### config.mk
export PLATFORM = sky130hd
export DESIGN_NAME = arduino_cmd_rx
export DESIGN_NICKNAME = d
export VERILOG_FILES = /design/src/rtl/menu_pkg.sv /design/src/rtl/uart_rx_core.sv /design/src/rtl/arduino_cmd_rx.sv
export SDC_FILE = /design/constraint.sdc
export NUM_CORES = 1
export LEC_CHECK = 0
export ABC_AREA = 1
export BUFFER_PORTS_ARGS = -buffer_cell sky130_fd_sc_hd__buf_2
export CAP_MARGIN = 20
export CORE_MARGIN = 5
export CORE_UTILIZATION = 50
export DETAILED_ROUTE_END_ITERATION = 7
export PLACE_DENSITY = 0.69
export SETUP_SLACK_MARGIN = 0.1
export SYNTH_ARGS = -nofsm -noshare
export SYNTH_HDL_FRONTEND = slang
export SYNTH_SLANG_ARGS = --single-unit
### constraint.sdc
create_clock -name clock -period 2.9 [get_ports clock]
set_input_delay 0.145 -clock clock [delete_from_list [all_inputs] [get_ports clock]]
set_output_delay 0.145 -clock clock [all_outputs]
set_load 0.005 [all_outputs]
### src/rtl/menu_pkg.sv
// menu_pkg: menu command byte constants and receiver state type (S_PARITY exists only with ARDUINO_RX_PARITY_EN)
package menu_pkg;
  localparam logic [7:0] CMD_RIGHT   = 8'h52;
  localparam logic [7:0] CMD_LEFT    = 8'h4C;
  localparam logic [7:0] CMD_CONFIRM = 8'h0D;
  typedef enum logic [2:0] {
    S_IDLE, S_START, S_DATA, S_STOP, S_WAIT_HIGH
`ifdef ARDUINO_RX_PARITY_EN
    , S_PARITY
`endif
  } rx_state_e;
endpackage

### src/rtl/uart_rx_core.sv
// uart_rx_core: synchronized UART byte receiver (8N1, or 8E1 with ARDUINO_RX_PARITY_EN) with valid/error pulses and held code
module uart_rx_core
  import menu_pkg::*;
#(
  parameter int CLKS_PER_BIT = 16
) (
  input  logic       clock,
  input  logic       reset,
  input  logic       rx,
  output logic       valid,
  output logic       err,
  output logic [7:0] code
);
  localparam int TW = $clog2(CLKS_PER_BIT);
  localparam logic [TW-1:0] HALF = TW'(CLKS_PER_BIT / 2);
  localparam logic [TW-1:0] LAST = TW'(CLKS_PER_BIT - 1);
`ifdef ARDUINO_RX_PARITY_EN
  localparam rx_state_e AFTER_DATA = S_PARITY;
`else
  localparam rx_state_e AFTER_DATA = S_STOP;
`endif
  rx_state_e state_q, state_d;
  logic [1:0] sync_q, sync_d, vld_q, vld_d;
  logic prev_q, prev_d, valid_q, valid_d, err_q, err_d, bad_q, bad_d;
  logic [TW-1:0] cnt_q, cnt_d;
  logic [2:0] idx_q, idx_d;
  logic [7:0] shift_q, shift_d, code_q, code_d;
  logic rx_s, fall, tick;
  assign rx_s  = sync_q[1];
  assign fall  = prev_q & ~rx_s;
  assign tick  = cnt_q == LAST;
  assign valid = valid_q;
  assign err   = err_q;
  assign code  = code_q;
  always_comb begin
    sync_d  = {sync_q[0], rx};
    vld_d   = {vld_q[0], 1'b1};
    prev_d  = rx_s & vld_q[1];
    state_d = state_q;
    cnt_d   = cnt_q + TW'(1);
    idx_d   = idx_q;
    shift_d = shift_q;
    code_d  = code_q;
    valid_d = 1'b0;
    err_d   = 1'b0;
    bad_d   = bad_q;
    case (state_q)
      S_IDLE: begin
        cnt_d   = '0;
        state_d = fall ? S_START : S_IDLE;
      end
      S_START: if (cnt_q == HALF) begin
        cnt_d   = '0;
        state_d = rx_s ? S_IDLE : S_DATA;
      end
      S_DATA: if (tick) begin
        cnt_d   = '0;
        shift_d = {rx_s, shift_q[7:1]};
        idx_d   = idx_q + 3'd1;
        state_d = (idx_q == 3'd7) ? AFTER_DATA : S_DATA;
      end
`ifdef ARDUINO_RX_PARITY_EN
      S_PARITY: if (tick) begin
        cnt_d   = '0;
        bad_d   = rx_s ^ (^shift_q);
        state_d = S_STOP;
      end
`endif
      S_STOP: if (tick) begin
        cnt_d   = '0;
        bad_d   = 1'b0;
        valid_d = rx_s & ~bad_q;
        err_d   = ~rx_s | bad_q;
        code_d  = (rx_s & ~bad_q) ? shift_q : code_q;
        state_d = rx_s ? S_IDLE : S_WAIT_HIGH;
      end
      S_WAIT_HIGH: begin
        cnt_d   = '0;
        state_d = rx_s ? S_IDLE : S_WAIT_HIGH;
      end
      default: begin
        cnt_d   = '0;
        state_d = S_IDLE;
      end
    endcase
  end
  always_ff @(posedge clock) begin
    if (reset) begin
      state_q <= S_IDLE;
      sync_q  <= 2'b11;
      vld_q   <= 2'b00;
      prev_q  <= 1'b0;
      cnt_q   <= '0;
      idx_q   <= '0;
      shift_q <= '0;
      code_q  <= '0;
      valid_q <= 1'b0;
      err_q   <= 1'b0;
      bad_q   <= 1'b0;
    end else begin
      state_q <= state_d;
      sync_q  <= sync_d;
      vld_q   <= vld_d;
      prev_q  <= prev_d;
      cnt_q   <= cnt_d;
      idx_q   <= idx_d;
      shift_q <= shift_d;
      code_q  <= code_d;
      valid_q <= valid_d;
      err_q   <= err_d;
      bad_q   <= bad_d;
    end
  end
endmodule

### src/rtl/arduino_cmd_rx.sv
// arduino_cmd_rx: Arduino UART menu command receiver with stretched key presses (ARDUINO_RX_PARITY_EN selects 8E1 frames)
module arduino_cmd_rx
  import menu_pkg::*;
#(
  parameter int CLKS_PER_BIT = 16,
  parameter int PRESS_CYCLES = 4
) (
  input  logic       clock,
  input  logic       reset,
  input  logic       arduino_rx,
  output logic       right_arrow_pressed,
  output logic       left_arrow_pressed,
  output logic       confirm_pressed,
  output logic       cmd_valid,
  output logic [7:0] cmd_code,
  output logic       frame_error
);
  localparam int PW = $clog2(PRESS_CYCLES + 1);
  logic [PW-1:0] cnt_q, cnt_d;
  logic [2:0] key_q, key_d, hit;
  uart_rx_core #(.CLKS_PER_BIT(CLKS_PER_BIT)) u_core (
    .clock(clock),
    .reset(reset),
    .rx   (arduino_rx),
    .valid(cmd_valid),
    .err  (frame_error),
    .code (cmd_code)
  );
  always_comb begin
    hit   = {cmd_code == CMD_CONFIRM, cmd_code == CMD_LEFT, cmd_code == CMD_RIGHT};
    key_d = (cmd_valid && hit != 3'b000) ? hit : key_q;
    cnt_d = (cmd_valid && hit != 3'b000) ? PW'(PRESS_CYCLES) : (cnt_q != '0) ? cnt_q - PW'(1) : '0;
  end
  assign {confirm_pressed, left_arrow_pressed, right_arrow_pressed} = key_q & {3{cnt_q != '0}};
  always_ff @(posedge clock) begin
    if (reset) begin
      cnt_q <= '0;
      key_q <= '0;
    end else begin
      cnt_q <= cnt_d;
      key_q <= key_d;
    end
  end
endmodule

[After elaboration in Yosys (flattened, before gate mapping)]
Index checks and enable logic that the tools add are counted.
Cells by class
  $add $sub $neg: 3
  reductions and logical operators: 10
  bitwise operators: 7
  equal/unequal tests: 13
  multiplexer cells: 14
Operator list (count)
  3-bit two-way mux: 6
  8-bit by 7-bit equality test with 1-bit output (second input constant): 2
  3-bit case mux with 5 select lines: 1
  4-bit equality test (second input constant): 2
  8-bit by 4-bit equality test with 1-bit output (second input constant): 1
  4-bit two-way mux: 2
  4-bit case mux with 2 select lines: 1
  3-bit by 2-bit equality test with 1-bit output (second input constant): 2
  3-bit equality test (second input constant): 2
  2-bit by 1-bit != test with 1-bit output (second input constant): 3
  3-bit AND reduction: 2
  3-bit nonzero test: 2
  3-bit OR reduction: 2
  4-bit by 1-bit adder with 4-bit output (second input constant): 1
  1-bit NOT: 4
  3-bit by 1-bit adder with 3-bit output (second input constant): 1
  3-bit bitwise AND: 1
  3-bit by 1-bit equality test with 1-bit output (second input constant): 1
  3-bit zero test: 1
  1-bit two-way mux: 3
  3-bit by 1-bit subtractor with 3-bit output (second input constant): 1
  1-bit bitwise AND: 2
  2-bit two-way mux: 1
  2-bit AND reduction: 1
  other kinds (2): 2
Word-level totals
  flip-flop bits (word level): 39
  output and inout port bits: 13
  input bits: 3
  logic and storage cells: 61

[Logic depth before layout (Yosys ltp)]
  word-level depth: 4
  gate-level depth with buffers: 8
  depth with buffers taken out: 8

[By module]
Synthesis repeated with hierarchy kept, for this count alone.
Second synthesis, totals
  cells, all modules: 219
  area, all modules: 1701.6 µm²
By module, submodules not included
  uart_rx_core: times used 1, cells each 156, seq. area each 660.6 µm², area each 1326.3 µm²
  arduino_cmd_rx: times used 1, cells each 63, seq. area each 120.1 µm², area each 375.4 µm²

[Least setup slack after synthesis]
No wires, ideal clock.
  kind: reg-to-reg
  start point: register u_core.cnt_q[0]
  end point: register u_core.code_q[7] (netlist: u_core.code[7])
  data arrival time: 1.180 ns
  period minus slack after synthesis: 1.295 ns
  buffers on the path: 1
  path slack: 1.605 ns
  library setup time: 0.115 ns
  data required time: 2.785 ns
  stages on the path, launching flop included: 8
  cells stage by stage: dfxtp_1 -> ha_1 -> nand3_4 -> inv_2 -> nand4_4 -> buf_6 -> o21ai_2 -> a21oi_2
On the way
  longest elaborated chain between the ends: 2
RTL lines
  start, declared: line uart_rx_core.sv:25  | logic [TW-1:0] cnt_q, cnt_d;
  start signal, assigned: line uart_rx_core.sv:105  | cnt_q <= cnt_d;
  4-bit equality test: line uart_rx_core.sv:31  | assign tick = cnt_q == LAST;
  3-bit AND reduction (no line)
  end signal, assigned: line uart_rx_core.sv:108  | code_q <= code_d;
  end, declared: line uart_rx_core.sv:27  | logic [7:0] shift_q, shift_d, code_q, code_d;
No other way between the ends.
A chain may end at the register's enable or synchronous reset.

[Worst setup path after layout]
  start point: register cnt_q[0]
  end point: output confirm_pressed
On the way
  longest elaborated chain between the ends: 2
RTL lines
  start, declared: line arduino_cmd_rx.sv:19  | logic [PW-1:0] cnt_q, cnt_d;
  start signal, assigned: line arduino_cmd_rx.sv:40  | cnt_q <= cnt_d;
  3-bit nonzero test: line arduino_cmd_rx.sv:34  | assign {confirm_pressed, left_arrow_pressed, right_arrow_pressed} = key_q & {3{cnt_q != '0}};
  3-bit bitwise AND: line arduino_cmd_rx.sv:34
  end, declared: line arduino_cmd_rx.sv:13  | output logic confirm_pressed,
No other way between the ends.

==> impl_metrics.ini <==
[detailed_routing]
dr.first_iter.drc_count = 50
post-route-drc-count = 0
vias_per_cell = 4.70
detail_route.wl_per_cell_um = 10.3
firstDrtPassIters = 4
ant_nets = 0
via_count = 1283
routed_wl_um = 2810

[synth]
synth_cell_type_count = 27
syn_area_mm2 = 0.00165
ys_ff_latch = 39
yosysWarnings = 0
synth_nets = 220
avgSynthCellArea_um2 = 7.88
netlist_instances = 210
yosysSeqAreaShare_pct = 47.2

[cells_and_area]
utilization_pct = 59.0
post-route-cell-area_mm2 = 0.00183
synthToLayoutAreaGrowth_pct = 10.6
antennaDiodeCount = 0
stdcell_count = 273
layout_common_cells = nor2_1, dfxtp_1, inv_1
nets = 238
drive_above_1_share_pct = 15.7
layout_commonest_cell = nor2_1
n_fill_cell = 323

[die]
std_cell_rows = 20
num_io_pins = 16
core_mm2 = 0.00310
chipHeight_um = 67.5
chipWidth_um = 67.5
die_area_mm2 = 0.00456
start_util_pct = 53.3

[sta]
hold_viol = 0
fin_ws_ns = 1.37
fmax_mhz = 654
setup_viol = 0
setup_tns_ns = 0
fin_crit_sh_pct = 52.7
fin_crit_ns = 1.53
fin_skew_ns = 0.0100
worst_pin_slew_ns = 0.613
relSlewSlack_pct = 59.1
slew_viol_final = 0
rsz0062_at_grt = false
whs_ns = 0.141

[power]
vdd_drop_max_v = 0.000327
p_clk_share_pct = 29.9
p_int_uw = 741
power.switching_uw = 275
power_frac_comb_pct = 14.0
p_seq_share_pct = 56.2
p_per_area_mw_per_mm2 = 555
p_leak_nw = 0.846
finalPower_mw = 1.02
switching_share_pct = 27.1

[cts]
cts-root-buf = clkbuf_4
cts_buffers = 5
cts_resized = 0
cts_num_sinks = 39
cts_setup_buffers = 0
path_clk_slew_ns = 0.10
postCtsHoldBufs = 1
cts_htree_levels = 2
clk_latency_ns = 0.34
cts_tree = built
clock_path_buffers = 2

[global_route]
grt_usage_pct = 15.1
grt-ovfl-total = 0
grt_antenna_before_repair = 0
grt_pass1_wl_um = 5120
grt_max_degree = 25
grt_pass1_vias = 1191

[critical_path]
critPathLaunchType = flop
r2r_end = u_core.idx_q[0]
cp.required_ns = 2.76
endpoint_kind = primary output
crit_type = reg -> out
r2r-start = u_core.cnt_q[0]
critPathArrivalTime_ns = 1.38
rr_worst_depth = 6
cp_max_fo = 4
crit_path_start = cnt_q[0]
cp-endpoint = confirm_pressed
ff2ff_setup_slack_ns = 1.43

[place]
io_buffers = 15
dpl-instance-area_mm2 = 0.00175
dp.final_hpwl_um = 2090
dp_slack_ns = 1.45
dpl.cell_count = 264
place_congestion = 0.878

[job]
max_cap_violations = 0

[min_path]
hp-start = reset
hold_class = in -> reg

[outcome]
outcome = completed
-- synth_stat cells (all sizes together) --
| master | n | area (um^2) |
|---|---|---|
| nor3 | 2 | 10.0 |
| nor2 | 44 | 180 |
| ha | 7 | 87.6 |
| nand4 | 2 | 27.5 |
| a21oi | 12 | 63.8 |
| dfxtp | 39 | 781 |
| nor4 | 1 | 6.26 |
| xnor2 | 1 | 8.76 |
| inv | 32 | 120 |
| or2 | 2 | 12.5 |
| o21ai | 23 | 123 |
| a211oi | 1 | 12.5 |
| clkbuf | 2 | 7.51 |
| nand3 | 10 | 62.6 |
| xor2 | 2 | 17.5 |
| buf | 3 | 26.3 |
| a21o | 1 | 7.51 |
| nand2 | 26 | 100 |
-- state kept, by name, summed over array words and instances (netlist names) --
name / flops
u_core.idx_q: 3
u_core.code: 8
u_core.vld_q: 2
u_core.valid: 1
u_core.prev_q: 1
u_core.err: 1
u_core.state_q: 3
u_core.sync_q: 2
u_core.cnt_q: 4
key_q: 3
u_core.shift_q: 8
cnt_q: 3
-- critical path, cell delays in order, from the launching register on --
cell and delay, ns:
dfxtp_1 0.34, inv_1 0.04, ha_1 0.20, ha_1 0.24
nor2_1 0.11, buf_2 0.11
-- worst min path at each step --
| stage | end | slack [ns] | cells after the start |
|---|---|---|---|
| finish | u_core.valid | 0.14 | 2 |
| global route | u_core.prev_q | 0.12 | 2 |
| CTS | u_core.valid | 0.13 | 2 |
| detailed placement | u_core.sync_q[0] | 0.33 | 2 |
| global placement | u_core.sync_q[0] | 0.33 | 2 |
| floorplan | u_core.sync_q[0] | 0.25 | 1 |
-- layout make-up --
cell class	instances	area [um^2]	share of cell area [%]
Clock buffer	8	68.8	3.76
Inverter	32	120	6.57
Multi-Input combinational cell	134	719	39.3
Sequential cell	39	781	42.7
Tap cell	44	55.1	3.01
Timing Repair Buffer	16	85.1	4.65
-- metal layers --
metal	share of wire, %	track usage, %
met1	50	18.8
met2	44	22.8
met3	4.4	5.66
met4	1.3	6.84
met5	0	0
-- kinds of logic (layout without fill, tap and decap cells) --
kind of cell	Yosys count	after routing	synth area share, %
xor+xnor	3	3	1.59
simple gates	87	87	24.1
fa+ha+maj	7	7	5.29
compound gates	37	37	12.5
flops	39	39	47.2
buf+inv	37	56	9.30
-- power by group through the flow --
stage               clock [mW]  sequential [mW]  combinational, mW
floorplan                    0            0.579              0.117
global placement             0            0.583              0.142
detailed placement           0            0.583              0.141
CTS                      0.315            0.570              0.143
global route             0.343            0.575              0.163
finish                   0.303            0.571              0.142
No activity file was read; power rests on OpenSTA's default activity.
